===== config.mk =====
export PLATFORM = sky130hd
export DESIGN_NAME = fp_divider_par_flat
export DESIGN_NICKNAME = d
export VERILOG_FILES = /design/src/rtl/fp_divider_par_if.sv /design/src/rtl/fp_divider_par.sv /design/src/flat_wrapper.sv
export SDC_FILE = /design/constraint.sdc
export NUM_CORES = 1
export LEC_CHECK = 0
export CAP_MARGIN = 20
export CELL_PAD_IN_SITES_DETAIL_PLACEMENT = 1
export CELL_PAD_IN_SITES_GLOBAL_PLACEMENT = 2
export CORE_ASPECT_RATIO = 0.8
export CORE_MARGIN = 3
export CORE_UTILIZATION = 33
export DETAILED_ROUTE_END_ITERATION = 16
export PLACE_DENSITY = 0.85
export RECOVER_POWER = 50
export SKIP_LAST_GASP = 1
export SLEW_MARGIN = 20
export SYNTH_ARGS = -nofsm -noshare
export SYNTH_HDL_FRONTEND = slang
export SYNTH_SLANG_ARGS = --single-unit
export TNS_END_PERCENT = 1

===== constraint.sdc =====
create_clock -name clk -period 8.21 [get_ports clk]
set_input_delay 1.2315 -clock clk [delete_from_list [all_inputs] [get_ports clk]]
set_output_delay 1.2315 -clock clk [all_outputs]
set_load 0.01 [all_outputs]

===== src/rtl/fp_divider_par_if.sv =====
// fp_divider_par_if: client/divider signal bundle for fp_divider_par.
//   run        client -> divider  operation request, held high until done
//   x, y       client -> divider  dividend / divisor (sign|exponent|fraction)
//   stall      divider -> client  run AND NOT done
//   z          divider -> client  registered quotient
//   divz/ovf/unf divider -> client registered divide-by-zero / overflow / underflow
interface fp_divider_par_if #(
   parameter int unsigned EW = 8,
   parameter int unsigned MW = 23
);
   localparam int unsigned W = 1 + EW + MW;

   logic         run;
   logic [W-1:0] x;
   logic [W-1:0] y;
   logic         stall;
   logic [W-1:0] z;
   logic         divz;
   logic         ovf;
   logic         unf;

   modport master (output run, x, y, input stall, z, divz, ovf, unf);
   modport slave  (input run, x, y, output stall, z, divz, ovf, unf);
endinterface


===== src/rtl/fp_divider_par.sv =====
// fp_divider_par: iterative restoring floating-point divider, one quotient bit
// per clock, round-to-nearest-even, flush-to-zero on subnormals.
//   clk   rising-edge clock
//   rst   asynchronous active-low reset
//   bus   slave side of fp_divider_par_if (run/x/y in, stall/z/divz/ovf/unf out)
// Latency is MW+4 edges from run rising to stall falling.
module fp_divider_par #(
   parameter int unsigned EW = 8,
   parameter int unsigned MW = 23
) (
   input  logic             clk,
   input  logic             rst,
   fp_divider_par_if.slave  bus
);
   localparam int unsigned W    = 1 + EW + MW;
   localparam int unsigned N    = MW + 3;           // quotient bits
   localparam int unsigned SW   = $clog2(N + 2);    // counter width, holds N+1
   localparam int unsigned RW   = MW + 3;           // partial remainder width
   localparam int unsigned DW   = RW + 1;           // trial difference, with sign
   localparam int unsigned XW   = EW + 2;           // signed working exponent
   localparam int unsigned BIAS = (1 << (EW - 1)) - 1;
   localparam int unsigned EMAX = (1 << EW) - 1;

   logic [SW-1:0] s;
   logic [N-1:0]  q;
   logic [RW-1:0] r;

   logic [RW-1:0] r_cur;
   logic [DW-1:0] diff;
   logic          qbit;
   logic [RW-1:0] r_nxt;
   logic [RW-1:0] r_sh;

   logic [EW-1:0]        xe, ye;
   logic                 sgn;
   logic                 xz, yz, xi, yi;
   logic signed [XW-1:0] e_raw, e_fin;
   logic [MW:0]          sig;
   logic                 rb, st, inc;
   logic [MW+1:0]        sig_r;
   logic [MW-1:0]        frac;
   logic [W-1:0]         z_c;
   logic                 divz_c, ovf_c, unf_c;

   assign bus.stall = bus.run & (s != SW'(N + 1));

   // One restoring step; the first step takes its remainder straight from x.
   always_comb begin
      r_cur = (s == '0) ? RW'({2'b01, bus.x[MW-1:0]}) : r;
      diff  = DW'(r_cur) - DW'({2'b01, bus.y[MW-1:0]});
      qbit  = ~diff[DW-1];
      r_nxt = qbit ? diff[RW-1:0] : r_cur;
      r_sh  = r_nxt << 1;
   end

   // Normalise, round and apply special cases to form the next result.
   always_comb begin
      xe  = bus.x[W-2:MW];
      ye  = bus.y[W-2:MW];
      sgn = bus.x[W-1] ^ bus.y[W-1];
      xz  = (xe == '0);
      yz  = (ye == '0);
      xi  = (xe == '1);
      yi  = (ye == '1);

      e_raw = XW'(xe) - XW'(ye) + XW'(BIAS) - XW'(!q[N-1]);
      sig   = q[N-1] ? q[N-1:2] : q[N-2:1];
      rb    = q[N-1] ? q[1] : q[0];
      st    = (q[N-1] & q[0]) | (r != '0);
      inc   = rb & (st | sig[0]);
      sig_r = {1'b0, sig} + (MW+2)'(inc);
      // On carry-out the low bits are all zero, so the shifted view gives frac = 0.
      frac  = sig_r[MW+1] ? sig_r[MW:1] : sig_r[MW-1:0];
      e_fin = e_raw + XW'(sig_r[MW+1]);

      z_c    = {sgn, EW'(e_fin), frac};
      divz_c = 1'b0;
      ovf_c  = 1'b0;
      unf_c  = 1'b0;

      if ((xz & yz) | (xi & yi)) begin
         z_c = {1'b0, {EW{1'b1}}, 1'b1, {(MW-1){1'b0}}};
      end else if (xz) begin
         z_c = {sgn, {(W-1){1'b0}}};
      end else if (yz) begin
         z_c    = {sgn, {EW{1'b1}}, {MW{1'b0}}};
         divz_c = ~xi;
      end else if (xi) begin
         z_c = {sgn, {EW{1'b1}}, {MW{1'b0}}};
      end else if (yi) begin
         z_c = {sgn, {(W-1){1'b0}}};
      end else if (e_fin >= $signed(XW'(EMAX))) begin
         z_c   = {sgn, {EW{1'b1}}, {MW{1'b0}}};
         ovf_c = 1'b1;
      end else if (e_fin <= $signed(XW'(0))) begin
         z_c   = {sgn, {(W-1){1'b0}}};
         unf_c = 1'b1;
      end
   end

   // Iteration counter, quotient/remainder shift registers and result registers.
   always_ff @(posedge clk or negedge rst) begin
      if (!rst) begin
         s        <= '0;
         q        <= '0;
         r        <= '0;
         bus.z    <= '0;
         bus.divz <= 1'b0;
         bus.ovf  <= 1'b0;
         bus.unf  <= 1'b0;
      end else if (!bus.run) begin
         s <= '0;
      end else if (s < SW'(N)) begin
         q <= {q[N-2:0], qbit};
         r <= r_sh;
         s <= s + SW'(1);
      end else if (s == SW'(N)) begin
         bus.z    <= z_c;
         bus.divz <= divz_c;
         bus.ovf  <= ovf_c;
         bus.unf  <= unf_c;
         s        <= s + SW'(1);
      end
   end
endmodule


===== src/flat_wrapper.sv =====
// flat-port wrapper written by rule: the top's interface ports become plain ports
module fp_divider_par_flat 
#(
   parameter int unsigned EW = 8,
   parameter int unsigned MW = 23
)
  (clk, rst, bus_run, bus_x, bus_y, bus_stall, bus_z, bus_divz, bus_ovf, bus_unf);
  fp_divider_par_if #(.EW(EW), .MW(MW)) bus_i ();
  input  logic clk;
  input  logic rst;
  input wire logic [$bits(bus_i.run)-1:0] bus_run;
  input wire logic [$bits(bus_i.x)-1:0] bus_x;
  input wire logic [$bits(bus_i.y)-1:0] bus_y;
  output wire logic [$bits(bus_i.stall)-1:0] bus_stall;
  output wire logic [$bits(bus_i.z)-1:0] bus_z;
  output wire logic [$bits(bus_i.divz)-1:0] bus_divz;
  output wire logic [$bits(bus_i.ovf)-1:0] bus_ovf;
  output wire logic [$bits(bus_i.unf)-1:0] bus_unf;
  assign bus_i.run = bus_run;
  assign bus_i.x = bus_x;
  assign bus_i.y = bus_y;
  assign bus_stall = bus_i.stall;
  assign bus_z = bus_i.z;
  assign bus_divz = bus_i.divz;
  assign bus_ovf = bus_i.ovf;
  assign bus_unf = bus_i.unf;
  fp_divider_par #(.EW(EW), .MW(MW)) u_core (.clk(clk), .rst(rst), .bus(bus_i));
endmodule

# ---- Word-level counts from Yosys, hierarchy flattened
# Index checks and enable logic that the tools add are counted.
dict set report op_classes {
  order_cmp 3
  muxes 31
  n_eq_ne 5
  bitwise 12
  reduce_logical 7
  add_sub_neg 7
}
# op count
set ops {}
lappend ops {{two-way mux 31 bit} 6}
lappend ops {{two-way mux 32 bit} 1}
lappend ops {{subtractor 26 x 24 -> 27 bit} 1}
lappend ops {{two-way mux 26 bit} 1}
lappend ops {{nonzero test 26 bit} 1}
lappend ops {{adder 24 x 1 -> 25 bit} 1}
lappend ops {{two-way mux 25 bit} 1}
lappend ops {{two-way mux 24 bit} 1}
lappend ops {{two-way mux 23 bit} 1}
lappend ops {{two-way mux 1 bit} 17}
lappend ops {{== test 8 bit, second input constant} 2}
lappend ops {{zero test 8 bit} 2}
lappend ops {{two-way mux 5 bit} 3}
lappend ops {{adder 10 x 1 -> 10 bit} 1}
lappend ops {{adder 10 x 7 -> 10 bit, second input constant} 1}
lappend ops {{greater-or-equal comparator 10 x 9 -> 1 bit, second input constant} 1}
lappend ops {{less-or-equal comparator 10 x 1 -> 1 bit, second input constant} 1}
lappend ops {{subtractor 10 x 1 -> 10 bit} 1}
lappend ops {{subtractor 8 x 8 -> 9 bit} 1}
lappend ops {{adder 5 x 1 -> 5 bit, second input constant} 1}
lappend ops {{AND 1 bit} 5}
lappend ops {{== test 5 bit, second input constant} 1}
lappend ops {{zero test 5 bit} 1}
lappend ops {{< comparator 5 bit, second input constant} 1}
lappend ops {{8 further kinds} 12}
dict set report word_totals {
  input_bits 67
  reg_bits 91
  output_inout_bits 36
  wordCells 72
}

# ---- Logic depth before layout (Yosys ltp)
dict set report logic_depth {
  ltp_word 14
  ltp_mapped 26
}

# ---- Worst setup path before layout
# OpenSTA, ideal clock, no wires.
dict set report synth_path {
  path_type {flip-flop to flip-flop}
  start {reg u_core.q[25]}
  end {reg u_core.bus.z[15]}
  stages_incl_launch_ff 26
  period_less_slack_ps 5702
  path_slack_ps 2508
  arrival_time_ps 5583
  path_cell_list {dfrtp_1 -> buf_6 -> clkbuf_1 -> clkbuf_1 -> clkbuf_1 -> nand2_1 -> a21boi_0 -> ha_1 -> nand2_1 -> nor3_2 -> and3_1 -> nand4_1 -> or2_4 -> inv_1 -> fa_1 -> ha_1 -> inv_1 -> fa_1 -> xnor2_1 -> nand4b_1 -> or4_1 -> nor4_1 -> or4b_1 -> nand2b_4 -> buf_12 -> o21ai_2}
}
dict set report synth_between {
  elab_chain_len 14
  elab_cells_between_ends 20
  classes_between {add/sub: 3; order compare: 2; mux: 10; bitwise: 4; reduce/logical: 1}
}
# element line
set synth_lines {}
lappend synth_lines {{start: declaration} fp_divider_par.sv:25} ;# logic [N-1:0] q;
lappend synth_lines {{start signal: assignment} fp_divider_par.sv:114} ;# q <= {q[N-2:0], qbit};
lappend synth_lines {{AND 1 bit} fp_divider_par.sv:69} ;# st = (q[N-1] & q[0]) | (r != '0);
lappend synth_lines {{OR 1 bit} fp_divider_par.sv:69}
lappend synth_lines {{OR 1 bit} fp_divider_par.sv:70} ;# inc = rb & (st | sig[0]);
lappend synth_lines {{AND 1 bit} fp_divider_par.sv:70}
lappend synth_lines {{adder 24 x 1 -> 25 bit} fp_divider_par.sv:71} ;# sig_r = {1'b0, sig} + (MW+2)'(inc);
lappend synth_lines {{adder 10 x 1 -> 10 bit} fp_divider_par.sv:74} ;# e_fin = e_raw + XW'(sig_r[MW+1]);
lappend synth_lines {{less-or-equal comparator 10 x 1 -> 1 bit} fp_divider_par.sv:95} ;# end else if (e_fin <= $signed(XW'(0))) begin
lappend synth_lines {{two-way mux 31 bit} fp_divider_par.sv:95}
lappend synth_lines {{two-way mux 31 bit *} fp_divider_par.sv:92} ;# end else if (e_fin >= $signed(XW'(EMAX))) begin
lappend synth_lines {{two-way mux 31 bit *} fp_divider_par.sv:90} ;# end else if (yi) begin
lappend synth_lines {{two-way mux 31 bit *} fp_divider_par.sv:88} ;# end else if (xi) begin
lappend synth_lines {{two-way mux 31 bit *} fp_divider_par.sv:85} ;# end else if (yz) begin
lappend synth_lines {{two-way mux 31 bit *} fp_divider_par.sv:83} ;# end else if (xz) begin
lappend synth_lines {{two-way mux 32 bit *} fp_divider_par.sv:81} ;# if ((xz & yz) | (xi & yi)) begin
lappend synth_lines {{end signal: assignment} fp_divider_par.sv:118} ;# bus.z <= z_c;
lappend synth_lines {{end: declaration} fp_divider_par_if.sv:23} ;# modport slave (input run, x, y, output stall, z, divz, ovf, unf);
# Mark *: on every way between the ends. The rest lies on a longest branch, timed or not.
# A chain may end at the register's enable or synchronous reset.

# ---- Worst setup path after layout
dict set report layout_path {
  start {reg u_core.q[25]}
  end {reg u_core.bus.z[7]}
}
# The elaborated chain is that of the path after synthesis.

==> impl_metrics.env <==
export IMPL_place_inst=1252
export IMPL_p_leak_nw=3.995
export IMPL_cp_arrival_ns=6.10
export IMPL_cp_slowest_cell="and3_1"
export IMPL_finalCritPeriodShare_pct=71.55
export IMPL_setup_tns_final_ns=0
export IMPL_synth_fp_nets=1006
export IMPL_placementRows=48
export IMPL_drc=0
export IMPL_ys_seq_area_share_pct=30.77
export IMPL_cts_tree="built"
export IMPL_antenna_found_initial=0
export IMPL_path_class="flop to flop"
export IMPL_synth_area_leaders="dfrtp_1, nand2_1, ha_1, mux2i_1, o21ai_0"
export IMPL_synth_edf_count=0
export IMPL_die_x_um=173.4
export IMPL_start_util_pct=33.95
export IMPL_endpoint_kind="flop"
export IMPL_ys_flop_type="dfrtp_1"
export IMPL_wl_per_cell_um=16.28
export IMPL_drt_iter0_drc=313
export IMPL_worst_slew_pin_slew_ns=3.601
export IMPL_cts_path_max_buffers=2
export IMPL_post_cts_buffers=0
export IMPL_yosys_warnings=0
export IMPL_worstPathMaxFanout=12
export IMPL_wirelength_mm=20.65
export IMPL_worst_setup_path_start_kind="flop"
export IMPL_cts_hold_buffers=0
export IMPL_clkTransAtPathRegs_ns=0.07
export IMPL_cts_resized=0
export IMPL_maxCapViolCount=1
export IMPL_drtAntennaViolNets=0
export IMPL_track_usage_pct=17.03
export IMPL_overflow=0
export IMPL_yosys_cell_count_top_type="nand2_1"
export IMPL_finClkSkew_ns=0.007329
export IMPL_avgSynthCellArea_um2=8.288
export IMPL_maxSlewViolCount=67
export IMPL_cts_max_level=3
export IMPL_core_area_mm2=0.02180
export IMPL_crit_chain="nand2b_1, a21boi_0, ha_1, nand2_1, nor3_2, and3_1, nand4_1, or2_4, inv_1, fa_1, ha_1, inv_1, fa_1, xnor2_1, nand4b_1, or4_1, nor4_1, or4b_1, nand2b_4, o21ai_0"
export IMPL_hold_path_class="flop to flop"
export IMPL_synth_top_area_share_pct=30.77
export IMPL_grt_pass1_vias=6611
export IMPL_root_buffer="clkbuf_16"
export IMPL_area_delta_synth_final_pct=20.86
export IMPL_clock_sinks=91
export IMPL_rsz0062_at_grt="false"
export IMPL_finalHoldViolCount=0
export IMPL_synth_seq_cells=91
export IMPL_io_buffer_count=102
export IMPL_violations="max-capacitance violations, max-slew violations"
export IMPL_grt_pass1_wl_mm=34.40
export IMPL_drive_gt1_share_pct=8.781
export IMPL_numCtsBuffers=9
export IMPL_setup_viol=0
export IMPL_period_needed_ns=5.875
export IMPL_final_instance_count_excl_fill=1268
export IMPL_firstDrtPassIters=4
export IMPL_power_density_mw_per_mm2=238.0
export IMPL_via_count=6474
export IMPL_io_pins=103
export IMPL_slowest_delay_ns=0.51
export IMPL_async_flop_share_pct=100.0
export IMPL_synth_cell_types=78
export IMPL_die_area_mm2=0.02427
export IMPL_n_fill_cell=2590
export IMPL_nets=1076
export IMPL_maxSlewHeadroom_pct=-140.1
export IMPL_yosys_area_top_type="dfrtp_1"
export IMPL_grt_max_degree=67
export IMPL_die_y_um=139.9
export IMPL_hpwl_mm=15.77
export IMPL_yosys_top_cells_count="nand2_1, dfrtp_1, inv_1"
export IMPL_netlist_area_mm2=0.007401
export IMPL_status="complete, but fails checks"
export IMPL_netlist_instances=893
export IMPL_n_antenna_cell=0
export IMPL_ir_worst_vdd_mv=0.1032
export IMPL_worst_ep_required_time_ns=8.43
export IMPL_clock_latency_ns=0.35
export IMPL_fmax_ghz=0.1702
export IMPL_drt_vias_per_instance=5.106
export IMPL_place_gp_congestion=0.7948
[registers in the layout, indices dropped and copies added, names as in the netlist]
name / flops
u_core.bus.unf: 1
u_core.bus.divz: 1
u_core.q: 26
u_core.r: 25
u_core.bus.z: 32
u_core.bus.ovf: 1
u_core.s: 5
[layout by cell type (no fill, tap or decap), types with 12 or more instances in the layout]
master	instances
nand2_1	157
dfrtp_1	90
clkdlybuf4s50_1	87
inv_1	58
nor2_1	56
o21ai_0	55
ha_1	42
a21oi_1	39
mux2i_1	37
xor2_1	31
xnor2_1	30
nand3_1	30
mux2_2	23
nand4_1	16
a21o_1	15
dlygate4sd3_1	14
nor4_1	12
[path summary, 6_finish.rpt]
| check | end | slack (ns) | depth (start not counted) | startpoint |
|---|---|---|---|---|
| min | u_core.bus.z[20] | 0.47 | 2 | u_core.bus.z[20] |
| min reg2reg | u_core.bus.z[20] | 0.47 | 2 | u_core.bus.z[20] |
| max reg2reg | u_core.bus.z[7] | 2.34 | 20 | u_core.q[25] |
| min in group asynchronous | u_core.bus.z[18] | 1.19 | 1 | rst |
| max in group asynchronous | u_core.q[25] | 2.68 | 2 | rst |
| max | u_core.bus.z[7] | 2.34 | 20 | u_core.q[25] |
[worst max-delay path, delay by kind of cell, from the launching register on]
kind,cells,cell delay [ns]
and+or+nand+nor,11,3.42
adders and majority gates,4,1.06
DFF,1,0.48
AOI/OAI and AO/OA,2,0.33
xor gates and xnor gates,1,0.27
buffers and inverters,2,0.17
[logic make-up after synthesis]
| group | count (synthesis) | synth area share, % |
|---|---|---|
| simple gates | 334 | 21.20 |
| xor+xnor | 61 | 7.219 |
| buf+inv | 108 | 6.154 |
| compound gates | 193 | 17.97 |
| mux | 60 | 8.504 |
| fa+ha+maj | 46 | 8.183 |
| flops | 91 | 30.77 |
[cell type report]
class	instances	area, um2	area share [%]
Clock buffer	9	225.2	2.518
Clock inverter	7	98.84	1.105
Inverter	58	217.7	2.434
Multi-Input combinational cell	694	4686	52.38
Sequential cell	91	2278	25.47
Tap cell	300	375.4	4.196
Timing Repair Buffer	109	1064	11.89
[power by group]
| part | total, mW | internal [mW] | switching (mW) | leakage [nW] |
|---|---|---|---|---|
| Clock | 0.459 | 0.269 | 0.190 | 0.156 |
| Combinational | 1.01 | 0.447 | 0.566 | 2.63 |
| Sequential | 0.658 | 0.535 | 0.123 | 1.21 |
[metal layers]
metal	part of all wire [%]	vias to the layer above	global-route usage [%]
li1	-	3249	-
met1	52	3117	24.58
met2	44	94	27.31
met3	2.8	14	2.737
met4	0.91	0	2.985
met5	0	-	0
[metrics by stage]
stage	hold WS (ns)	power (mW)	utilization, %	setup slack (ns)	area, um2
2_1_floorplan	0.4679	1.404	-	2.508	7401
3_3_place_gp	0.4639	1.647	39.58	2.531	8628
3_5_place_dp	0.4693	1.674	39.58	2.326	8628
4_1_cts	0.4852	2.147	41.06	2.278	8952
5_1_grt	0.5090	2.296	41.03	1.659	8945
6_report	0.4715	2.129	41.03	2.335	8945
(Power assumes the default switching activity.)
